**config.mk**
```make
export PLATFORM = sky130hd
export DESIGN_NAME = smaqa_dot_sequencer
export DESIGN_NICKNAME = d
export VERILOG_FILES = /design/src/rtl/ariane_pkg.sv /design/src/rtl/smaqa_dot_sequencer.sv
export SDC_FILE = /design/constraint.sdc
export NUM_CORES = 1
export LEC_CHECK = 0
export CORE_MARGIN = 2
export CORE_UTILIZATION = 43
export DETAILED_ROUTE_END_ITERATION = 6
export PLACE_DENSITY = 0.87
export SLEW_MARGIN = 20
export SYNTH_ARGS = -nofsm -noshare
export SYNTH_HDL_FRONTEND = slang
export SYNTH_SLANG_ARGS = --single-unit
```
**constraint.sdc**
```tcl
create_clock -name clk_i -period 6.25 [get_ports clk_i]
set_clock_uncertainty 0.15 [all_clocks]
set_input_delay 1.25 -clock clk_i [delete_from_list [all_inputs] [get_ports clk_i]]
set_output_delay 1.25 -clock clk_i [all_outputs]
set_load 0.05 [all_outputs]
```
**src/rtl/ariane_pkg.sv**
```systemverilog
// ---------------------------------------------------------------------------
// ariane_pkg -- shared FU opcode and transaction-tag definitions
// Revision: 1.0
// ---------------------------------------------------------------------------
`default_nettype none

package ariane_pkg;

  localparam int unsigned TRANS_ID_BITS = 3;

  typedef enum logic [7:0] {
    ADD   = 8'd0,
    MUL   = 8'd1,
    MULH  = 8'd2,
    SMAQA = 8'd3
  } fu_op;

endpackage

`default_nettype wire

```
**src/rtl/smaqa_dot_sequencer.sv**
```systemverilog
// ---------------------------------------------------------------------------
// smaqa_dot_sequencer -- chains SMAQA ops on the multiplier into an int8 dot
// product, feeding each tagged result back as the next accumulator.
// Revision: 1.0
// ---------------------------------------------------------------------------
`default_nettype none

module smaqa_dot_sequencer
  import ariane_pkg::*;
#(
  parameter int unsigned              LEN_WIDTH = 8,
  parameter logic [TRANS_ID_BITS-1:0] TRANS_ID  = 3'd5
) (
  input  logic                     clk_i,
  input  logic                     rst_ni,
  input  logic                     flush_i,
  input  logic                     req_valid_i,
  output logic                     req_ready_o,
  input  logic [31:0]              req_acc_i,
  input  logic [LEN_WIDTH-1:0]     req_len_i,
  input  logic                     op_valid_i,
  output logic                     op_ready_o,
  input  logic [31:0]              op_a_i,
  input  logic [31:0]              op_b_i,
  output logic                     mult_valid_o,
  input  logic                     mult_ready_i,
  output fu_op                     mult_op_o,
  output logic [TRANS_ID_BITS-1:0] mult_trans_id_o,
  output logic [31:0]              mult_operand_a_o,
  output logic [31:0]              mult_operand_b_o,
  output logic [31:0]              mult_operand_c_o,
  input  logic                     mult_valid_i,
  input  logic [TRANS_ID_BITS-1:0] mult_trans_id_i,
  input  logic [31:0]              mult_result_i,
  output logic                     rsp_valid_o,
  input  logic                     rsp_ready_i,
  output logic [31:0]              rsp_data_o
);

  typedef enum logic [2:0] {
    S_IDLE     = 3'd0,
    S_WAIT_OP  = 3'd1,
    S_ISSUE    = 3'd2,
    S_WAIT_RES = 3'd3,
    S_RESP     = 3'd4
  } dot_seq_state_e;

  localparam logic [LEN_WIDTH-1:0] c_cnt_one = LEN_WIDTH'(1);

  dot_seq_state_e       r_state;
  logic [31:0]          r_acc;
  logic [LEN_WIDTH-1:0] r_cnt;
  logic [31:0]          r_op_a;
  logic [31:0]          r_op_b;
  logic                 r_req_ready;
  logic                 r_op_ready;
  logic                 r_mult_valid;
  logic                 r_rsp_valid;
  logic                 w_res_hit;

  assign w_res_hit = mult_valid_i && (mult_trans_id_i == TRANS_ID);

  // Handshake flags are updated together with the state so every output is a flop.
  always_ff @(posedge clk_i or negedge rst_ni) begin
    if (!rst_ni) begin
      r_state      <= S_IDLE;
      r_acc        <= '0;
      r_cnt        <= '0;
      r_op_a       <= '0;
      r_op_b       <= '0;
      r_req_ready  <= 1'b1;
      r_op_ready   <= 1'b0;
      r_mult_valid <= 1'b0;
      r_rsp_valid  <= 1'b0;
    end else if (flush_i) begin
      r_state      <= S_IDLE;
      r_req_ready  <= 1'b1;
      r_op_ready   <= 1'b0;
      r_mult_valid <= 1'b0;
      r_rsp_valid  <= 1'b0;
    end else begin
      case (r_state)
        S_IDLE: begin
          if (req_valid_i) begin
            r_acc       <= req_acc_i;
            r_cnt       <= req_len_i;
            r_req_ready <= 1'b0;
            if (req_len_i == '0) begin
              r_state     <= S_RESP;
              r_rsp_valid <= 1'b1;
            end else begin
              r_state    <= S_WAIT_OP;
              r_op_ready <= 1'b1;
            end
          end
        end
        S_WAIT_OP: begin
          if (op_valid_i) begin
            r_op_a       <= op_a_i;
            r_op_b       <= op_b_i;
            r_op_ready   <= 1'b0;
            r_mult_valid <= 1'b1;
            r_state      <= S_ISSUE;
          end
        end
        S_ISSUE: begin
          if (mult_ready_i) begin
            r_mult_valid <= 1'b0;
            r_state      <= S_WAIT_RES;
          end
        end
        S_WAIT_RES: begin
          if (w_res_hit) begin
            r_acc <= mult_result_i;
            r_cnt <= r_cnt - c_cnt_one;
            if (r_cnt == c_cnt_one) begin
              r_state     <= S_RESP;
              r_rsp_valid <= 1'b1;
            end else begin
              r_state    <= S_WAIT_OP;
              r_op_ready <= 1'b1;
            end
          end
        end
        S_RESP: begin
          if (rsp_ready_i) begin
            r_rsp_valid <= 1'b0;
            r_req_ready <= 1'b1;
            r_state     <= S_IDLE;
          end
        end
        default: begin
          r_state      <= S_IDLE;
          r_req_ready  <= 1'b1;
          r_op_ready   <= 1'b0;
          r_mult_valid <= 1'b0;
          r_rsp_valid  <= 1'b0;
        end
      endcase
    end
  end

  assign req_ready_o      = r_req_ready;
  assign op_ready_o       = r_op_ready;
  assign mult_valid_o     = r_mult_valid;
  assign mult_op_o        = SMAQA;
  assign mult_trans_id_o  = TRANS_ID;
  assign mult_operand_a_o = r_op_a;
  assign mult_operand_b_o = r_op_b;
  assign mult_operand_c_o = r_acc;
  assign rsp_valid_o      = r_rsp_valid;
  assign rsp_data_o       = r_acc;

endmodule

`default_nettype wire

```
## Word level (Yosys, flattened, before mapping)

Index checks and enable logic that the tools add are counted.
Widths: inputs -> output; s select.

- $add $sub $neg: 1
- Equality and inequality tests: 21
- Muxes and demuxes: 37
- Bitwise operators: 1
- Reductions and logical operators: 15

Operator list:

| operator | count |
|---|---|
| $mux 32 | 2 |
| $pmux 32 s2 | 1 |
| $ne 3x3->1 const B | 9 |
| $mux 3 | 8 |
| $mux 1 | 18 |
| $mux 8 | 2 |
| $pmux 8 s2 | 1 |
| $pmux 3 s5 | 1 |
| $reduce_and 6->1 | 2 |
| $reduce_and 3->1 | 3 |
| $eq 8x1->1 const B | 1 |
| $logic_not 8->1 | 1 |
| $ne 2x1->1 const B | 4 |
| $pmux 1 s4 | 2 |
| $sub 8x1->8 const B | 1 |
| $eq 3x2->1 const B | 2 |
| $eq 3x3->1 const B | 2 |
| $pmux 1 s3 | 2 |
| $reduce_or 3->1 | 2 |
| $reduce_and 5->1 | 1 |
| $ne 2x2->1 const B | 2 |
| $reduce_and 4->1 | 1 |
| $reduce_or 2->1 | 2 |
| $eq 3x1->1 const B | 1 |
| 4 further kinds | 4 |

- Register bits after elaboration: 111
- Bits of input ports: 147
- Output and inout bits: 143
- Word-level logic and storage cells: 84

## Depth between registers and ports, before layout

Gate-level depths: netlist (run 1).

- Depth in word-level cells: 5
- Gate-level depth with buffers: 8
- Mapped depth without buffers: 6

## Worst setup path after synthesis (run 1)

Ideal clock, no wire load.

- Kind: input -> register
- Start: input port rsp_ready_i
- End: register r_op_a[0], in the netlist mult_operand_a_o[0]
- Setup time: 125 ps
- Arrival time: 2,664 ps
- Required time: 5,975 ps
- Path slack: 3,311 ps
- Stages: 6
- Buffers on the path: 2
- Cell sequence: mux2_2 -> or4_1 -> nand4_2 -> buf_8 -> buf_12 -> mux2_4

RTL lines:

| item | RTL line | text |
|---|---|---|
| start: declaration | smaqa_dot_sequencer.sv:36 | `input logic rsp_ready_i,` |
| end signal: assignment | smaqa_dot_sequencer.sv:99 | `r_op_a <= op_a_i;` |
| end: declaration | smaqa_dot_sequencer.sv:53 | `logic [31:0] r_op_a;` |

## Worst setup path after layout (run 1)

- Start: input port flush_i
- End: register r_op_b[22], in the netlist mult_operand_b_o[22]

- Word-level cells in the longest chain between the ends: 2

RTL lines:

| item | RTL line | text |
|---|---|---|
| start: declaration | smaqa_dot_sequencer.sv:16 | `input logic flush_i,` |
| $not 1->1 (no source line) | - |  |
| $reduce_and 3->1 (no source line) | - |  |
| end signal: assignment | smaqa_dot_sequencer.sv:100 | `r_op_b <= op_b_i;` |
| end: declaration | smaqa_dot_sequencer.sv:54 | `logic [31:0] r_op_b;` |

Every way passes these cells.
A chain may end at the register's enable or synchronous reset.

==> results.cfg, run 1 <==
[synth]
synthDominantCellAreaShare = 0.499
synth_seq_cells = 111
ys_seq_area_frac = 0.504
synth_area_leader_cell = dfrtp_1
yosys_warnings = 0
syn_inst = 485
synth.cell_area_um2 = 5510
syn_area_per_cell_um2 = 11.4
synth.area.top_cells = dfrtp_1 50%, mux2_4 13%, buf_4 6.1%
async_reset_ff_frac = 1.00
synth_cell_type_count = 52
synth_edf_count = 0
synthFlopType = dfrtp_1

[die]
die-area_um2 = 13700
start_util = 0.439
pin_count = 290
rows = 41
core_um2 = 12600
die_y_um = 117
die_w_um = 117

[clocking]
cts_buffer_depth = 2
clock-root-buffer = clkbuf_16
cts_num_sinks = 111
cts_tree = done
cts.reportedPaths.clkPinSlew_ns = 0.08
clk_latency_ns = 0.35
post_cts_buffers = 0
post_cts_resized = 0
htree_levels = 3
holdBufCountCts = 0
cts_made_buffers = 9

[timing]
finalSetupTns_ns = 0
setup_ws_ns = 2.05
relSlewSlack = 0.357
hold_viol_final = 0
finalSetupViolCount = 0
rsz0062_at_grt = false
drv_slew = 0
min_period_ns = 4.20
worst_slew_pin_slew_ns = 0.964
fmax_mhz = 238
hold_slack_ns = 0.345
finalCritPeriodShare = 0.672

[finish]
drive_above_1_share = 0.124
multi_input_area_um2 = 2210
seq_area_um2 = 2780
area_growth_pct = 52.3
num-nets-final = 862
n_antenna_cell = 0
num-fill-cells = 961
utilization = 0.668

[placed_design]
place_congestion = 0.859
numPortBuffers = 278
dpl.hpwl_um = 12200
dp_slack_ns = 1.68

[setup_path]
worstSetupEndpointType = flip-flop
crit_arrival_ns = 4.28
rrSetupSlack_ns = 2.94
cp_max_fo = 43
path_class = in -> reg
worst_setup_path_start_kind = input pin
required_ns = 6.33

[route]
ant_nets = 0
routedWlPerCell_um = 18.4
firstDrtPassIters = 5
drt_wl_total_um = 16400
drtIter0Drc = 393
viasPerCell = 5.23
vias = 4656
drc = 0

[flow_run]
maxCapViolations = 0

[global_route]
antenna_found_initial = 0
grt_max_degree = 63
grt_first_pass_wirelength_um = 24800
first_global_vias = 4743
overflow = 0
track_usage = 0.236

[power_and_ir_drop]
p_per_area_nw_per_um2 = 634
leakagePower_nw = 3.59
ir_drop_mv = 0.313

[outcome]
outcome = finished, final reports clean

[worst_hold_path]
min_path_type = reg -> reg
-- power by group --
part	switching [mW]	internal [mW]
sequential	0.286	1.07
combinational	2.08	1.21
clock	0.274	0.397
-- sequential cells by signal, indices dropped and copies added (netlist names) --
name / cells
mult_operand_c_o: 32
op_ready_o: 1
r_state: 3
r_cnt: 8
rsp_valid_o: 1
mult_valid_o: 1
mult_operand_a_o: 32
mult_operand_b_o: 32
req_ready_o: 1
-- cells in the final DEF (no fill, tap or decap), types with 2 or more instances in the layout --
cell type | synthesis | final
bufinv_16 | 0 | 3
nor4_1 | 4 | 4
ha_1 | 2 | 2
nor3_1 | 4 | 4
a2111o_1 | 2 | 2
o31ai_1 | 4 | 4
mux2_1 | 6 | 6
nand2b_1 | 2 | 2
mux2_4 | 49 | 49
o21ai_0 | 8 | 8
or4_1 | 2 | 2
inv_1 | 2 | 2
o41ai_1 | 3 | 3
buf_4 | 45 | 8
inv_6 | 0 | 3
conb_1 | 2 | 11
clkdlybuf4s50_1 | 0 | 277
nand3b_1 | 2 | 2
dfrtp_1 | 110 | 110
a21oi_1 | 43 | 43
a31oi_1 | 33 | 33
mux2_2 | 11 | 11
o2bb2ai_1 | 4 | 4
nand2_1 | 72 | 72
nand3_1 | 6 | 6
clkbuf_16 | 0 | 9
nor3b_1 | 2 | 2
nor2_1 | 11 | 10
-- final cells by class --
type	instances	area share
multi-input cells	304	0.264
flip-flops and latches	111	0.331
clock inverters	7	0.0149
repair buffers	285	0.337
inverters	2	0.000894
well taps	172	0.0256
clock buffers	9	0.0268
-- kinds of logic after synthesis --
group                    Yosys count  share of synthesized area
adder cells (fa/ha/maj)            2                    0.00454
flip-flops                       111                      0.504
other                              2                    0.00136
AO/OA/AOI/OAI                    107                      0.120
AND/OR/NAND/NOR                  118                     0.0994
multiplexers                      66                      0.168
buffers and inverters             79                      0.103
-- routing by layer --
layer	routed length, um	global-route usage	vias to the layer above
met5	0	0	-
met3	1230	0.0577	31
li1	-	-	2132
met2	8420	0.402	227
met4	485	0.111	0
met1	6230	0.281	2266
-- path summary, 6_finish.rpt --
path,start,endpoint,cells past startpoint
setup / recovery,flush_i,mult_operand_b_o[22],6
hold / removal,mult_operand_b_o[2],mult_operand_b_o[2],1
setup reg to reg,r_state[2],mult_operand_b_o[22],5
hold reg to reg,mult_operand_b_o[2],mult_operand_b_o[2],1
max in group asynchronous,rst_ni,mult_operand_b_o[20],2
min in group asynchronous,rst_ni,r_cnt[7],1
-- Yosys cell counts (2+ instances only) --
cell type	n
nand2b_1	2
a2111o_1	2
o31ai_1	4
mux2_4	49
buf_4	45
mux2_1	6
ha_1	2
nand3b_1	2
nor4_1	4
clkbuf_1	20
nor2_1	11
a31oi_1	33
nor3_1	4
inv_1	2
buf_2	6
mux2_2	11
nor3b_1	2
or4_1	2
conb_1	2
o2bb2ai_1	4
a21oi_1	43
dfrtp_1	110
o21ai_0	8
buf_12	5
o41ai_1	3
nand3_1	6
nand2_1	72
-- critical path, stage by stage --
cell and delay (ns):
clkdlybuf4s50_1 0.57, or2_1 0.33, nor3b_1 0.37, nand4_4 0.78, buf_4 0.59, mux2_4 0.35
-- through the flow --
step                      power (mW)  area [um^2]  cells
after detailed placement        4.67         8050    874
after global routing            5.56         8400    890
after global placement          4.59         8050    874
after floorplan                 3.67         5550    494
after CTS                       5.35         8400    890
final                           5.32         8400    890
(Power assumes the default switching activity.)
==> inputs of run 2 (changes only) <==
Settings changed: CORE_UTILIZATION 43 to 36, PLACE_DENSITY 0.87 to 0.77.
Clock period 6.25 ns to 3.4 ns, I/O delays scaled along.
==> results.cfg, run 2 (synthesis results as in run 1) <==
[setup_path]
path_class = in -> reg
cp_cell_sequence = clkdlybuf4s50_1 -> mux2_2 -> or4_1 -> nand4_4 -> buf_12 -> mux2_4
required_ns = 3.48
worst_setup_path_start_kind = input pin
cp_max_fo = 23
cp_top_family = simple AND/OR/NAND/NOR gates
worstSetupEndpointType = flip-flop
worstSetupStartpoint = req_valid_i
max_stage_delay_ns = 0.48
critPathSlowestCell = or4_1
r2r-start = r_state[2]
crit_arrival_ns = 2.78
worst-path-buf-inv = 2

[timing]
relSlewSlack = 0.552
fmax_mhz = 370
hold_viol_final = 0
rsz0062_at_grt = false
finalCritPeriodShare = 0.794
min_period_ns = 2.70
drv_slew = 0
worst_slew_pin_slew_ns = 0.670
finalSetupTns_ns = 0
hold_slack_ns = 0.172
finalSetupViolCount = 0

[placed_design]
dpl_cell_area_um2 = 8170
place_congestion = 0.844
numPortBuffers = 278
placed_cells = 899
dpl.hpwl_um = 12000

[clocking]
htree_levels = 3
holdBufCountCts = 0
post_cts_resized = 0
cts_num_sinks = 111
cts_made_buffers = 9
clock-root-buffer = clkbuf_16
clk_latency_ns = 0.34
cts_tree = done
post_cts_buffers = 0
cts_buffer_depth = 2
cts.reportedPaths.clkPinSlew_ns = 0.08

[die]
start_util = 0.365
core_um2 = 15100
pin_count = 290
die_y_um = 128
die-area_um2 = 16300
die_w_um = 128
rows = 45

[power_and_ir_drop]
total_power_mw = 9.57
p_per_area_nw_per_um2 = 1130
leakagePower_nw = 3.61
ir_drop_mv = 0.646

[finish]
area_growth_pct = 53.4
final_area_um2 = 8450
final_cells = 915
drive_above_1_share = 0.138
layout_commonest_cell = clkdlybuf4s50_1
n_antenna_cell = 0
mostFrequentLayoutCells = 277 x clkdlybuf4s50_1, 110 x dfrtp_1, 72 x nand2_1
num-nets-final = 871

[route]
drtIter0Drc = 225
viasPerCell = 5.10
routedWlPerCell_um = 17.4
drt_wl_total_um = 15900
firstDrtPassIters = 4
drc = 0
vias = 4669
ant_nets = 0

[global_route]
grtUsageMet3 = 0.0376
grt_util_met1 = 0.224
grt_max_degree = 67
grt_use_met2 = 0.341
grt.busiest_layer = met2
first_global_vias = 4778
antenna_found_initial = 0
track_usage = 0.191
overflow = 0
grt_first_pass_wirelength_um = 24500

[outcome]
outcome = finished, final reports clean

[flow_run]
maxCapViolations = 0

[worst_hold_path]
min_path_type = in -> async
==> run 2: cell count changes in the layout (fill, tap and decap cells not counted) <==
cell	previous run	this run
a2bb2o_1	1	0
a2bb2o_2	0	1
and3b_1	1	0
and3b_2	0	1
buf_12	0	2
buf_4	8	15
bufinv_16	3	0
clkinv_2	0	1
clkinvlp_4	0	1
inv_6	3	2
inv_8	0	2
nor2_2	1	0
nor2_4	0	1
==> run 2: stage by stage <==
| stage | utilization | worst slack, ns |
|---|---|---|
| after floorplan | - | 1.03 |
| after global placement | 0.541 | 0.374 |
| after detailed placement | 0.541 | 0.322 |
| after CTS | 0.560 | 0.705 |
| after global routing | 0.560 | 0.612 |
| final | 0.560 | 0.700 |
==> run 2: final cells by class <==
cell class / count / area (um^2)
clock buffers: 9 / 225
repair buffers: 294 / 2930
flip-flops and latches: 111 / 2780
well taps: 188 / 235
fillers: 1281 / 6640
clock inverters: 7 / 61.3
multi-input cells: 304 / 2220
inverters: 2 / 7.51
==> run 2: path summary, 6_finish.rpt <==
kind | to | slack [ns] | cells after the start
max | mult_operand_b_o[30] | 0.70 | 6
max in group asynchronous | mult_operand_b_o[2] | 2.14 | 2
min | mult_operand_b_o[3] | 0.17 | 1
min in group clk_i | mult_operand_b_o[3] | 0.34 | 1
max reg2reg | mult_operand_b_o[30] | 0.71 | 5
min reg2reg | mult_operand_b_o[3] | 0.34 | 1
==> run 2: metal layers <==
layer / wire [um] / up-vias
li1: - / 2132
met1: 6150 / 2283
met2: 8290 / 219
met3: 989 / 35
met4: 468 / 0
met5: 0 / -
==> run 2: where the power goes <==
part           leakage, nW  internal [mW]  total [mW]  switching [mW]
Sequential            1.29           1.98        2.49           0.512
Clock                0.140          0.513        1.02           0.510
Combinational         2.18           2.25        6.06            3.81
==> run 2: worst register-to-register path: cells and delay by family (launching register included) <==
kind,cells,cell delay [ns]
simple gates,2,0.78
mux,2,0.73
flops,1,0.66
buf+inv,1,0.27
